`config.mk`:
```
export PLATFORM = sky130hd
export DESIGN_NAME = btn_event_ctrl
export DESIGN_NICKNAME = d
export VERILOG_FILES = /design/src/rtl/btn_event_ctrl.sv
export SDC_FILE = /design/constraint.sdc
export NUM_CORES = 1
export LEC_CHECK = 0
export BUFFER_PORTS_ARGS = -buffer_cell sky130_fd_sc_hd__buf_4
export CAP_MARGIN = 15
export CELL_PAD_IN_SITES_DETAIL_PLACEMENT = 0
export CELL_PAD_IN_SITES_GLOBAL_PLACEMENT = 1
export CORE_ASPECT_RATIO = 1.5
export CORE_MARGIN = 5
export CORE_UTILIZATION = 43
export CTS_CLUSTER_DIAMETER = 80
export CTS_CLUSTER_SIZE = 8
export DETAILED_ROUTE_END_ITERATION = 10
export GPL_TIMING_DRIVEN = 0
export PLACE_DENSITY = 0.87
export REMOVE_ABC_BUFFERS = 1
export SLEW_MARGIN = 20
export SYNTH_ARGS = -nofsm -noshare
export SYNTH_HDL_FRONTEND = slang
export SYNTH_SLANG_ARGS = --single-unit
```
`constraint.sdc`:
```
create_clock -name clock -period 2.25 [get_ports clock]
set_clock_uncertainty 0.1 [all_clocks]
set_input_delay 0.225 -clock clock [delete_from_list [all_inputs] [get_ports clock]]
set_output_delay 0.225 -clock clock [all_outputs]
set_load 0.005 [all_outputs]
```
`src/rtl/btn_event_ctrl.sv`:
```
`default_nettype none
// ============================================================================
// Module      : btn_event_ctrl
// Description : Memory-mapped button event controller. Rising edges on the
//               debounced button pulses set sticky PENDING bits and bump
//               saturating per-button counters (sticky OVF on overflow).
//               A level interrupt is raised for enabled pending events.
//               The core accesses the block over a single-cycle register bus.
//
// Ports       : clock     - system clock
//               reset     - asynchronous active-low reset
//               pb_pulse  - debounced button pulses, one bit per button
//               sel       - bus access strobe (one cycle per access)
//               we        - write enable, qualified by sel
//               addr      - word register index
//               wdata     - write data
//               rdata     - registered read data (valid the cycle after a read)
//               irq       - level interrupt, |(PENDING & ENABLE), registered
//
// Registers   : 0 PENDING (W1C)  1 ENABLE (RW)  2 COUNTS (write clears
//               counters and OVF)  3 OVF (RO)  4 LAST_TS  5 LAST_ID
//
// Option      : define BTN_EVT_TIMESTAMP_EN to include the free-running cycle
//               counter and the LAST_TS / LAST_ID capture registers. Without
//               it, addresses 4-7 read 0.
//
// Revision    : 1.0 - initial release
// ============================================================================
module btn_event_ctrl #(
    parameter int NUM_BTN = 4,
    parameter int CNT_W   = 8
) (
    input  logic               clock,
    input  logic               reset,
    input  logic [NUM_BTN-1:0] pb_pulse,
    input  logic               sel,
    input  logic               we,
    input  logic [2:0]         addr,
    input  logic [31:0]        wdata,
    output logic [31:0]        rdata,
    output logic               irq
);

    localparam logic [2:0] ADDR_PENDING = 3'd0;
    localparam logic [2:0] ADDR_ENABLE  = 3'd1;
    localparam logic [2:0] ADDR_COUNTS  = 3'd2;
    localparam logic [2:0] ADDR_OVF     = 3'd3;
    localparam logic [2:0] ADDR_LAST_TS = 3'd4;
    localparam logic [2:0] ADDR_LAST_ID = 3'd5;

    logic [NUM_BTN-1:0] pb_prev;
    logic [NUM_BTN-1:0] evt;
    logic [NUM_BTN-1:0] pending;
    logic [NUM_BTN-1:0] enable;
    logic [NUM_BTN-1:0] ovf;
    logic [CNT_W-1:0]   count [NUM_BTN];

    logic        wr_pending;
    logic        wr_enable;
    logic        wr_counts;
    logic        rd_access;
    logic [31:0] rd_word;
    logic        unused_wdata;

    // Only the low NUM_BTN write-data bits carry meaning for any register.
    assign unused_wdata = ^wdata[31:NUM_BTN];

    assign wr_pending = sel & we & (addr == ADDR_PENDING);
    assign wr_enable  = sel & we & (addr == ADDR_ENABLE);
    assign wr_counts  = sel & we & (addr == ADDR_COUNTS);
    assign rd_access  = sel & ~we;

    // Edge detect: a level held high produces exactly one event.
    assign evt = pb_pulse & ~pb_prev;

    always_ff @(posedge clock or negedge reset) begin
        if (!reset) begin
            pb_prev <= '0;
        end else begin
            pb_prev <= pb_pulse;
        end
    end

    // Event set has priority over the W1C clear.
    always_ff @(posedge clock or negedge reset) begin
        if (!reset) begin
            pending <= '0;
        end else if (wr_pending) begin
            pending <= (pending & ~wdata[NUM_BTN-1:0]) | evt;
        end else begin
            pending <= pending | evt;
        end
    end

    always_ff @(posedge clock or negedge reset) begin
        if (!reset) begin
            enable <= '0;
        end else if (wr_enable) begin
            enable <= wdata[NUM_BTN-1:0];
        end
    end

    // A COUNTS write zeroes every counter first, so a coincident event
    // leaves its counter at 1 and cannot flag overflow.
    always_ff @(posedge clock or negedge reset) begin
        if (!reset) begin
            for (int i = 0; i < NUM_BTN; i++) begin
                count[i] <= '0;
            end
            ovf <= '0;
        end else begin
            for (int i = 0; i < NUM_BTN; i++) begin
                if (wr_counts) begin
                    count[i] <= evt[i] ? CNT_W'(1) : '0;
                    ovf[i]   <= 1'b0;
                end else if (evt[i]) begin
                    if (&count[i]) begin
                        ovf[i] <= 1'b1;
                    end else begin
                        count[i] <= count[i] + CNT_W'(1);
                    end
                end
            end
        end
    end

    always_ff @(posedge clock or negedge reset) begin
        if (!reset) begin
            irq <= 1'b0;
        end else begin
            irq <= |(pending & enable);
        end
    end

`ifdef BTN_EVT_TIMESTAMP_EN
    logic [31:0] ts_cnt;
    logic [31:0] last_ts;
    logic [1:0]  last_id;
    logic [1:0]  first_idx;

    // Lowest-numbered button wins when several fire together.
    always_comb begin
        first_idx = '0;
        for (int i = NUM_BTN - 1; i >= 0; i--) begin
            if (evt[i]) begin
                first_idx = 2'(i);
            end
        end
    end

    always_ff @(posedge clock or negedge reset) begin
        if (!reset) begin
            ts_cnt  <= '0;
            last_ts <= '0;
            last_id <= '0;
        end else begin
            ts_cnt <= ts_cnt + 32'd1;
            if (|evt) begin
                last_ts <= ts_cnt;
                last_id <= first_idx;
            end
        end
    end
`endif

    always_comb begin
        rd_word = '0;
        case (addr)
            ADDR_PENDING: rd_word[NUM_BTN-1:0] = pending;
            ADDR_ENABLE:  rd_word[NUM_BTN-1:0] = enable;
            ADDR_COUNTS: begin
                for (int i = 0; i < NUM_BTN; i++) begin
                    rd_word[i*CNT_W +: CNT_W] = count[i];
                end
            end
            ADDR_OVF:     rd_word[NUM_BTN-1:0] = ovf;
`ifdef BTN_EVT_TIMESTAMP_EN
            ADDR_LAST_TS: rd_word = last_ts;
            ADDR_LAST_ID: rd_word[1:0] = last_id;
`endif
            default:      rd_word = '0;
        endcase
    end

    // Read data is held between reads.
    always_ff @(posedge clock or negedge reset) begin
        if (!reset) begin
            rdata <= '0;
        end else if (rd_access) begin
            rdata <= rd_word;
        end
    end

endmodule
`default_nettype wire

```
# == Yosys cells after proc, flatten, opt, wreduce, memory -nomap -nowiden ==
# Cells that the tools add are included.
# word_totals
inputBits,43
register_bits,81
word_cells,90
# classes
n_reduce_logical,22
n_addsub,4
bitwise,13
eq_ne,7
n_mux,31
# op_table
cell,n
2-to-1 mux 8 bit,12
"adder 8 x 1 -> 8 bit, second input constant",4
AND reduction 8 bit,4
2-to-1 mux 28 bit,1
2-to-1 mux 1 bit,16
one-hot mux 4 bit (4 select lines),1
AND reduction 2 bit,8
nonzero test 2 bit,8
bitwise AND 4 bit,3
"!= test 2 bit, second input constant",4
inverter 4 bit,2
OR 4 bit,2
"equality test 3 x 2 -> 1 bit, second input constant",2
bitwise AND 1 bit,5
2-to-1 mux 4 bit,1
OR reduction 4 bit,1
"equality test 3 x 1 -> 1 bit, second input constant",1
logical NOT 3 bit,1
inverter 1 bit,1

# == Depth between registers and ports, before layout ==
# Gate-level depths: netlist of the first run.
# depth
word_depth,4
ltp_mapped,6
mapped_depth_nobuf,5

# == Least setup slack after synthesis of the first run ==
# No wires, ideal clock.
# synth_path
kind,reg2reg
start,reg count[8] (netlist name)
end,reg count[11] (netlist name)
setup_ns,0.066
period_less_slack_ns,1.636
arrival_time_ns,1.470
setup_slack_ns,0.614
path_stages_with_launch,6
required_ns,2.084
cell_sequence,dfrtp_1 > ha_1 > nand4_2 > o21ai_1 > or4_1 > nand2_1
# synth_between
elab_chain_cells,4
word_cells_on_any_way,7
# synth_lines
element,line,rtl
from (decl),56,logic [CNT_W-1:0] count [NUM_BTN];
"from (signal, indexed assignment)",114,count[i] <= evt[i] ? CNT_W'(1) : '0;
"from (signal, indexed assignment)",120,count[i] <= count[i] + CNT_W'(1);
adder 8 x 1 -> 8 bit,120,
2-to-1 mux 8 bit,117,if (&count[i]) begin
2-to-1 mux 8 bit,116,end else if (evt[i]) begin
2-to-1 mux 8 bit,113,if (wr_counts) begin
# Parallel ways exist; a longest one is shown, timed or not. The select of a mux whose other input is x is not followed.
# A chain may end at the register's enable or synchronous reset.

# == Worst setup path after layout of the first run ==
# Ends and elaborated chain as after synthesis.

==> results of run 1 <==
[cells by family after synthesis]
family / Yosys count
xor+xnor: 7
buf+inv: 14
mux: 11
fa+ha+maj: 4
simple gates: 114
compound gates: 81
flops: 81
[stage by stage]
step	area, um2	power [uW]	cells	utilization (%)	worst slack [ns]
3_5_place_dp	4038	2386	454	48.29	0.1610
3_3_place_gp	4035	2346	454	48.26	0.2159
6_report	4424	3963	475	52.91	0.4297
4_1_cts	4409	4004	474	52.73	0.4348
5_1_grt	4424	4168	475	52.91	0.2346
2_1_floorplan	3548	2146	300	-	0.6141
[cell usage in the layout (no fill, tap or decap), types with 4 or more instances in the layout]
master,Yosys,layout
sky130_fd_sc_hd__a21o_1,5,5
sky130_fd_sc_hd__a21oi_1,11,11
sky130_fd_sc_hd__a22o_1,32,32
sky130_fd_sc_hd__and3_1,6,6
sky130_fd_sc_hd__buf_4,1,46
sky130_fd_sc_hd__clkbuf_16,0,9
sky130_fd_sc_hd__dfrtp_1,81,81
sky130_fd_sc_hd__dlygate4sd3_1,0,5
sky130_fd_sc_hd__ha_1,4,4
sky130_fd_sc_hd__mux2_2,4,4
sky130_fd_sc_hd__nand2_1,28,28
sky130_fd_sc_hd__nand3_1,15,15
sky130_fd_sc_hd__nor2_1,24,24
sky130_fd_sc_hd__nor3_1,8,8
sky130_fd_sc_hd__o211ai_1,10,10
sky130_fd_sc_hd__o21ai_0,7,7
sky130_fd_sc_hd__or3_1,4,4
sky130_fd_sc_hd__or4_1,7,7
sky130_fd_sc_hd__xor2_1,7,7
[area by class of cell]
type	count	area, um2	area share [%]
multi-input cells	217	1518	34.30
clock inverters	4	75.07	1.697
inverters	2	7.507	0.1697
flip-flops and latches	81	2027	45.81
repair buffers	52	406.6	9.191
well taps	107	133.9	3.026
clock buffers	12	256.5	5.798
[layer usage]
metal	share of wire [%]	routed length, um	up-vias
li1	-	-	1275
met4	2.1	160	0
met1	42	3256	1302
met3	4.2	327	11
met5	0	0	-
met2	52	4014	49
[report_power, final]
part | internal [uW] | switching (uW) | total [uW]
logic | 258 | 239 | 498
clock network | 1030 | 565 | 1600
registers | 1650 | 223 | 1870
total | 2940 | 1030 | 3960
[registers in the layout, summed over array words and instances (netlist names)]
name	flops
count	32
rdata	32
enable	4
ovf	4
pb_prev	4
pending	4
irq	1
[worst paths after layout]
path | start | end | slack (ns)
max reg2reg | count[8] | count[11] | 0.43
min in group asynchronous | reset | count[28] | 0.39
max in group asynchronous | reset | rdata[15] | 1.16
min | wdata[2] | enable[2] | 0.03
max | count[8] | count[11] | 0.43
min reg2reg | rdata[14] | rdata[14] | 0.40
[repair_timing]
item,CTS,global route
endpoints found under the hold margin,4,81
setup buffers,0,0
hold buffers,4,1
==> out/summary.txt, run 1 <==
Outcome: finished clean
Shortest clock period the worst path allows after layout: 1.820 ns
Met2 usage: 26.61%
Cell row count: 41
Cell count of the worst reg-to-reg path: 5
CTS tree: built
FFs w/ async S/R, synth: 100.0%
Max Buffers Root-to-Sink: 2
Via count of the first global-routing pass: 2688
Flops & latches, synth: 81
Number of gates given a new drive strength after cts: 0
Leftover overflow at the end of global routing: 0
Post-synthesis compound-gate area fraction: 16.63%
Data required, critical path: 2.42 ns
Layout cell share with drive strength beyond 1: 22.83%
Worst endpoint data arrival time: 1.99 ns
Share of the yosys chip area belonging to registers: 55.44%
Worst IR drop on VDD: 436.0 uV
Type of destination of the critical path: register
Pin slew with the least headroom to its limit: 0.7984 ns
Routed Wire Length: 7759 um
Area of the placeable core: 8362 um2
Count of buffers from port buffering: 47
Power density over the cells: 895.7 nW/um2
CTS Sinks: 81
Worst hold path type: primary input to register
All-layer global routing usage: 16.16%
Worst-case headroom to the max-slew limit: 46.66%
Setup crit start kind: register
Crit path max fanout: 7
Dominant synthesized flop cell: sky130_fd_sc_hd__dfrtp_1
Largest family of logic cells by synthesized area: simple AND/OR/NAND/NOR gates
Clock transition at the registers of the reported paths: 0.06 ns
Worst hold path stage count: 2
IO Count: 76
Drt wl/cell: 16.33 um
Post-synth cell types: 48
Met1 Track Usage GR: 19.75%
CP Buf/Inv Count: 0
Synth Area per Inst: 11.72 um2
Family with the most delay on the worst path: simple AND/OR/NAND/NOR gates
Final setup violating endpoints: 0
Clock buffer count from CTS: 9
Ant diodes: 0
Count of pins over their slew limit: 0
Area fraction of the dominant cell type after synthesis: 55.44%
Synthesized-area fraction occupied by xor and xnor cells: 1.677%
Insertion delay to the later sink of the worst-skew pair: 0.33 ns
Leading cell types by count after synthesis: sky130_fd_sc_hd__dfrtp_1 (81), sky130_fd_sc_hd__a22o_1 (32), sky130_fd_sc_hd__nand2_1 (28)
Antenna violations before repair: 0
Most Used Layer, Global Route: met2
EDFF count, synth: 0
Most instantiated library cell after synthesis: sky130_fd_sc_hd__dfrtp_1
Achievable Freq: 549.4 MHz
Synth Area in Simple Gates: 16.91%
Total number of H-tree levels: 3
Die area: 10480 um2
MaxCap Viol Count: 0
Cells taking the most area after synthesis: sky130_fd_sc_hd__dfrtp_1 (55%), sky130_fd_sc_hd__a22o_1 (7.7%), sky130_fd_sc_hd__nand2_1 (2.9%)
Final hold violation count: 0
Final-layout setup total negative slack: 0 ns
Largest net degree at the start of global routing: 82
Final weighted congestion of routability-driven global placement: 0.8371
Total vias in the final route: 2637
Stage delay of the slowest cell on the critical path: 0.50 ns
First-pass detailed-route iteration total: 4
Post-detailed-route via-to-cell ratio: 5.552
Portion of the clock cycle consumed by the worst path in the final layout: 80.90%
CP Class: register to register
Final-layout fill cell count: 725
Die boundary width: 85.29 um
Layout overhead on the synthesized area: 21.01%
Cell count after synthesis: 312
Setup repair after global routing missed its margin: no
Number of stages on the worst setup path: 5
Post-detailed-route DRC marker count: 0
Multiplexer share of the synthesized area: 4.825%
Cells along the critical path: ha_1 > nand4_2 > o21ai_1 > or4_1 > nand2_1
Warnings, synthesis: 0
Post-synth top area cell: sky130_fd_sc_hd__dfrtp_1
Met3 global-route usage: 4.667%
Total Nets Final: 410
Syn Std Cell Area: 3656 um2
Effective utilization at floorplan: 43.72%
Arithmetic-cell share of the synthesized area counting full adders, half adders and majority gates: 1.369%
DRC violation total after the first TritonRoute iteration: 180
Number of nets with antenna violations after detailed routing: 0
Leakage power total: 0.002055 uW
Estimated wirelength of the detail-placed design: 5243 um
Worst hold-check slack: 0.02995 ns
Global-route wire length before repair: 13140 um
CP max stage cell: sky130_fd_sc_hd__or4_1
CTS root buffer: sky130_fd_sc_hd__clkbuf_16
Height of the chip: 122.9 um
(Power assumes the default switching activity.)
==> run 2, diff against run 1 <==
CORE_UTILIZATION = 39   (was 43)
PLACE_DENSITY = 0.84   (was 0.87)
clock period = 1.5 ns   (was 2.25 ns; I/O delays follow)
==> run 2 against run 1 <==
The flow now finishes with violations (setup timing). Worst setup slack got worse by 0.47 ns. Non-clock buffer count rose by 23. Register-to-register slack got worse by 0.47 ns. Flip-flop and latch count did not move. Worst hold slack gained 0.10 ns. Largest cell class unchanged. Largest power group unchanged. Highest routed layer unchanged.
==> out/summary.txt, run 2 (synthesis gave the netlist of run 1 again) <==
Reg-to-reg startpoint: count[8]
CTS tree: built
Crit path max fanout: 7
Worst endpoint data arrival time: 1.71 ns
Leftover overflow at the end of global routing: 0
Die area: 11450 um2
Achievable Freq: 650.8 MHz
Worst-case headroom to the max-slew limit: 46.44%
Largest net degree at the start of global routing: 82
RR Endpoint: count[11]
Met1 wire length: 3301 um
Power density over the cells: 1245 nW/um2
Insertion delay to the later sink of the worst-skew pair: 0.34 ns
Cell count of the worst reg-to-reg path: 5
Top layer in use: met4
Met3 WL post-DR: 353 um
Portion of the clock cycle consumed by the worst path in the final layout: 102.4%
Layout overhead on the synthesized area: 30.84%
Failing checks: setup timing
Post-detailed-route via-to-cell ratio: 5.499
Largest registers: count x32, rdata x32
Final hold violation count: 0
First-pass detailed-route iteration total: 4
CTS root buffer: sky130_fd_sc_hd__clkbuf_16
Worst IR drop on VDD: 676.7 uV
Leading cell type in the layout, fill and taps excluded: sky130_fd_sc_hd__dfrtp_1
Antenna violations before repair: 0
Effective utilization at floorplan: 39.74%
Pin slew with the least headroom to its limit: 0.8018 ns
Shortest clock period the worst path allows after layout: 1.537 ns
Data required, critical path: 1.68 ns
Worst hold path stage count: 3
Area post-placement: 4044 um2
Drt wl/cell: 16.56 um
Outcome: complete, but fails checks
Routed Wire Length: 8330 um
Setup slack of the most critical reg-to-reg path: -0.04 ns
Area of the placeable core: 9200 um2
Startpoint of the worst hold path: addr[2]
CP Class: register to register
Setup repair after global routing missed its margin: yes
Total number of H-tree levels: 3
Cell row count: 43
Total vias in the final route: 2766
Worst hold path type: primary input to register
Max Buffers Root-to-Sink: 2
DRC violation total after the first TritonRoute iteration: 121
CTS Sinks: 81
Final setup violating endpoints: 4
Worst Hold Endpoint: rdata[1]
Height of the chip: 128.6 um
Placed instance count: 459
Die boundary width: 89.06 um
Post-detailed-route DRC marker count: 0
Final worst slack: -0.03652 ns
Estimated wirelength of the detail-placed design: 5368 um
Layout cell share with drive strength beyond 1: 33.25%
Filler-free cell count of the finished design: 503
Area of all placed cells without fillers: 4783 um2
All-layer global routing usage: 15.60%
Count of pins over their slew limit: 0
Ant diodes: 0
Fin util: 51.99%
Global-route wire length before repair: 13590 um
Number of nets with antenna violations after detailed routing: 0
Met2 wire length: 4453 um
Setup crit start kind: register
IO Count: 76
Worst hold-check slack: 0.1306 ns
Clock buffer count from CTS: 9
Total Nets Final: 433
Leakage power total: 0.002157 uW
Clock transition at the registers of the reported paths: 0.06 ns
Final weighted congestion of routability-driven global placement: 0.7619
Count of buffers from port buffering: 47
MaxCap Viol Count: 0
Via count of the first global-routing pass: 2842
Type of destination of the critical path: register
Commonest non-fill, non-tap cells in the layout: sky130_fd_sc_hd__dfrtp_1 (76), sky130_fd_sc_hd__buf_4 (61), sky130_fd_sc_hd__a22o_1 (32)
run 2: cell types whose count changed in the layout (fill, tap and decap cells not counted), moves of 4 or more:
cell / delta
sky130_fd_sc_hd__buf_4: +15
sky130_fd_sc_hd__buf_6: +4
sky130_fd_sc_hd__dfrtp_1: -5
sky130_fd_sc_hd__dfrtp_2: +5
sky130_fd_sc_hd__dlygate4sd3_1: +4
sky130_fd_sc_hd__ha_1: -4
sky130_fd_sc_hd__nand3_1: -5
sky130_fd_sc_hd__nand3_4: +4
run 2: repair_timing:
action                                  CTS  global route
hold endpoints to repair                 90             0
hold buffers                              9             0
pin swaps                                 8            10
endpoints found under the setup margin   56            25
gates resized for setup                  34            17
buffers inserted                         16             3
run 2: worst max path at each step:
stage / from / end / slack (ns) / depth (start not counted)
6_report: count[8] / count[11] / -0.04 / 5
3_3_place_gp: we / rdata[3] / -0.48 / 4
4_1_cts: count[17] / count[20] / -0.02 / 6
5_1_grt: count[17] / count[20] / -0.11 / 6
2_1_floorplan: count[8] / count[11] / -0.14 / 5
3_5_place_dp: addr[0] / rdata[8] / -0.48 / 4
run 2: where the power goes:
group	leakage, uW	switching, uW	total, uW	internal [uW]
logic	0.000964	492	1110	615
registers	0.00105	357	2840	2480
clock network	0.000139	814	2020	1200
run 2: metrics by stage:
stage,total power [uW],setup slack [ns],setup TNS (ns)
after floorplan,3219,-0.1359,-0.5932
after CTS,5947,-0.01975,-0.06471
after global routing,6282,-0.1113,-0.9061
after detailed placement,3575,-0.4804,-20.71
after global placement,3526,-0.4806,-20.91
final,5957,-0.03652,-0.1017
run 2: cell type report:
cell class	count	area, um2
sequential	81	2033
multi-input combinational	217	1723
clock inverter	3	15.01
tap	112	140.1
clock buffer	13	260.3
fill	812	4417
inverter	2	7.507
timing repair buffer	75	604.3
run 2: worst max-delay path: stages (launching register included):
cell	delay, ns
sky130_fd_sc_hd__dfrtp_1	0.42
sky130_fd_sc_hd__ha_4	0.18
sky130_fd_sc_hd__nand4_4	0.13
sky130_fd_sc_hd__o21ai_4	0.10
sky130_fd_sc_hd__or4_1	0.47
sky130_fd_sc_hd__nand2_1	0.08
run 2: routing by layer:
layer,track usage (%),vias to the layer above
met1,17.72,1381
met5,0,-
met3,3.523,12
met2,26.60,52
li1,-,1321
met4,8.589,0
==> run 3, diff against run 2 <==
RECOVER_POWER = 25   (was not set)
==> run 3 against run 2 <==
The flow still finishes with violations (setup timing). Register-to-register slack about the same. Sequential share of layout area up 0.17 points. Die area unchanged. Largest cell class unchanged. Critical endpoint is now count[20].
==> out/summary.txt, run 3 (synthesis gave the netlist of run 1 again) <==
CTS Sinks: 81
Data required, critical path: 1.59 ns
Largest net degree at the start of global routing: 82
Met1 wire length: 3390 um
Layout overhead on the synthesized area: 30.32%
Placed instance count: 459
Drt wl/cell: 16.60 um
Worst IR drop on VDD: 676.5 uV
Met3 WL post-DR: 311 um
Die area: 11450 um2
First-pass detailed-route iteration total: 4
Clock buffer count from CTS: 9
Flop pwr share: 47.6%
Layout cell share with drive strength beyond 1: 32.23%
CP max stage cell: sky130_fd_sc_hd__dfrtp_1
Final worst slack: -0.04177 ns
Worst hold path type: primary input to register
Number of nets with antenna violations after detailed routing: 0
Setup crit start kind: register
Setup repair after global routing missed its margin: yes
CP Buf/Inv Count: 1
Power density over the cells: 1251 nW/um2
Cell count of the worst reg-to-reg path: 6
Effective utilization at floorplan: 39.74%
Switch share: 28.07%
Outcome: complete, but fails checks
Crit path max fanout: 3
Cells along the critical path: ha_4 > nand3_4 > buf_6 > o211ai_1 > xor2_1 > nor2_1
Height of the chip: 128.6 um
Global-route wire length before repair: 13590 um
Post-detailed-route via-to-cell ratio: 5.491
DRC violation total after the first TritonRoute iteration: 108
Startpoint of the most critical setup path: count[17]
Clock share of power: 34.0%
IO Count: 76
Pre-CTS setup slack: -0.4804 ns
Worst endpoint data arrival time: 1.64 ns
Leftover overflow at the end of global routing: 0
Worst setup path endpoint: count[20]
Max Buffers Root-to-Sink: 2
Stage delay of the slowest cell on the critical path: 0.41 ns
Via count of the first global-routing pass: 2842
CTS tree: built
Largest registers: count x32, rdata x32
Filler-free cell count of the finished design: 503
Insertion delay to the later sink of the worst-skew pair: 0.34 ns
Shortest clock period the worst path allows after layout: 1.542 ns
Failing checks: setup timing
Reg-to-reg startpoint: count[17]
All-layer global routing usage: 15.60%
Routed Wire Length: 8351 um
Met2 wire length: 4428 um
Count of buffers from port buffering: 47
Top layer in use: met4
Final-layout setup total negative slack: -0.1092 ns
Number of stages on the worst setup path: 6
CP Class: register to register
Worst-case headroom to the max-slew limit: 32.48%
Combinational share of power: 18.4%
Commonest non-fill, non-tap cells in the layout: sky130_fd_sc_hd__dfrtp_1 (76), sky130_fd_sc_hd__buf_4 (37), sky130_fd_sc_hd__a22o_1 (32)
Antenna violations before repair: 0
MaxCap Viol Count: 0
Final weighted congestion of routability-driven global placement: 0.7619
Leading cell type in the layout, fill and taps excluded: sky130_fd_sc_hd__dfrtp_1
Final hold violation count: 0
Type of destination of the critical path: register
CTS root buffer: sky130_fd_sc_hd__clkbuf_16
Area of the placeable core: 9200 um2
Total Nets Final: 433
P_sw: 1673 uW
Estimated wirelength of the detail-placed design: 5368 um
Count of pins over their slew limit: 0
Worst hold-check slack: 0.1332 ns
Pin slew with the least headroom to its limit: 1.013 ns
Ant diodes: 0
Final setup violating endpoints: 4
RR Endpoint: count[20]
Total number of H-tree levels: 3
Family with the most delay on the worst path: flip-flops
Post-detailed-route DRC marker count: 0
Clock transition at the registers of the reported paths: 0.06 ns
Setup slack of the most critical reg-to-reg path: -0.04 ns
Achievable Freq: 648.6 MHz
Die boundary width: 89.06 um
Cell internal pwr: 4287 uW
Leakage power total: 0.002130 uW
Cell row count: 43
Portion of the clock cycle consumed by the worst path in the final layout: 102.8%
Total vias in the final route: 2762
run 3: changes by cell type in the layout (fill, tap and decap cells not counted), sizes merged:
cell    previous run  this run
buf               66        41
clkbuf            13        38
run 3: layer usage:
metal	vias up	track usage [%]
met3	12	3.523
met1	1386	17.72
met2	43	26.60
met5	-	0
met4	0	8.589
li1	1321	-
run 3: power groups by stage:
stage	Clock (uW)	Combinational [uW]	Sequential, uW
2_1_floorplan	0	477	2740
4_1_cts	2080	1040	2830
6_report	2030	1100	2840
5_1_grt	2160	1230	2880
3_5_place_dp	0	739	2840
3_3_place_gp	0	708	2820
run 3: area by class of cell:
cell class,instances,area [um2]
fill,817,4436
sequential,81,2033
multi-input combinational,217,1723
timing repair buffer,75,585.6
clock buffer,13,260.3
tap,112,140.1
clock inverter,3,15.01
inverter,2,7.507
run 3: worst min-delay path by stage:
stage	startpoint	to	slack, ns	cells after the start
global placement	pb_pulse[1]	pb_prev[1]	0.17	1
CTS	addr[2]	rdata[2]	0.10	3
detailed placement	pb_pulse[1]	pb_prev[1]	0.17	1
floorplan	reset	count[0]	-0.25	0
global route	addr[2]	pending[1]	0.15	4
finish	addr[2]	rdata[1]	0.13	3
run 3: metrics by stage:
step,total power (uW),instance area (um2),util (%)
global route,6273,4765,51.79
floorplan,3219,3548,-
finish,5960,4765,51.79
global placement,3526,4041,43.93
CTS,5947,4700,51.08
detailed placement,3575,4044,43.95
run 3: timing repair:
| item | in CTS | in global routing |
|---|---|---|
| gates resized for setup | 34 | 17 |
| endpoints found under the hold margin | 90 | 0 |
| endpoints found under the setup margin | 56 | 25 |
| buffers inserted | 16 | 3 |
| pin swaps | 8 | 10 |
| hold buffers | 9 | 0 |
run 3: tightest hold or removal path, cell delays in order:
cell	delay, ns
sky130_fd_sc_hd__buf_4	0.12
sky130_fd_sc_hd__nor2_1	0.08
sky130_fd_sc_hd__a22o_1	0.18
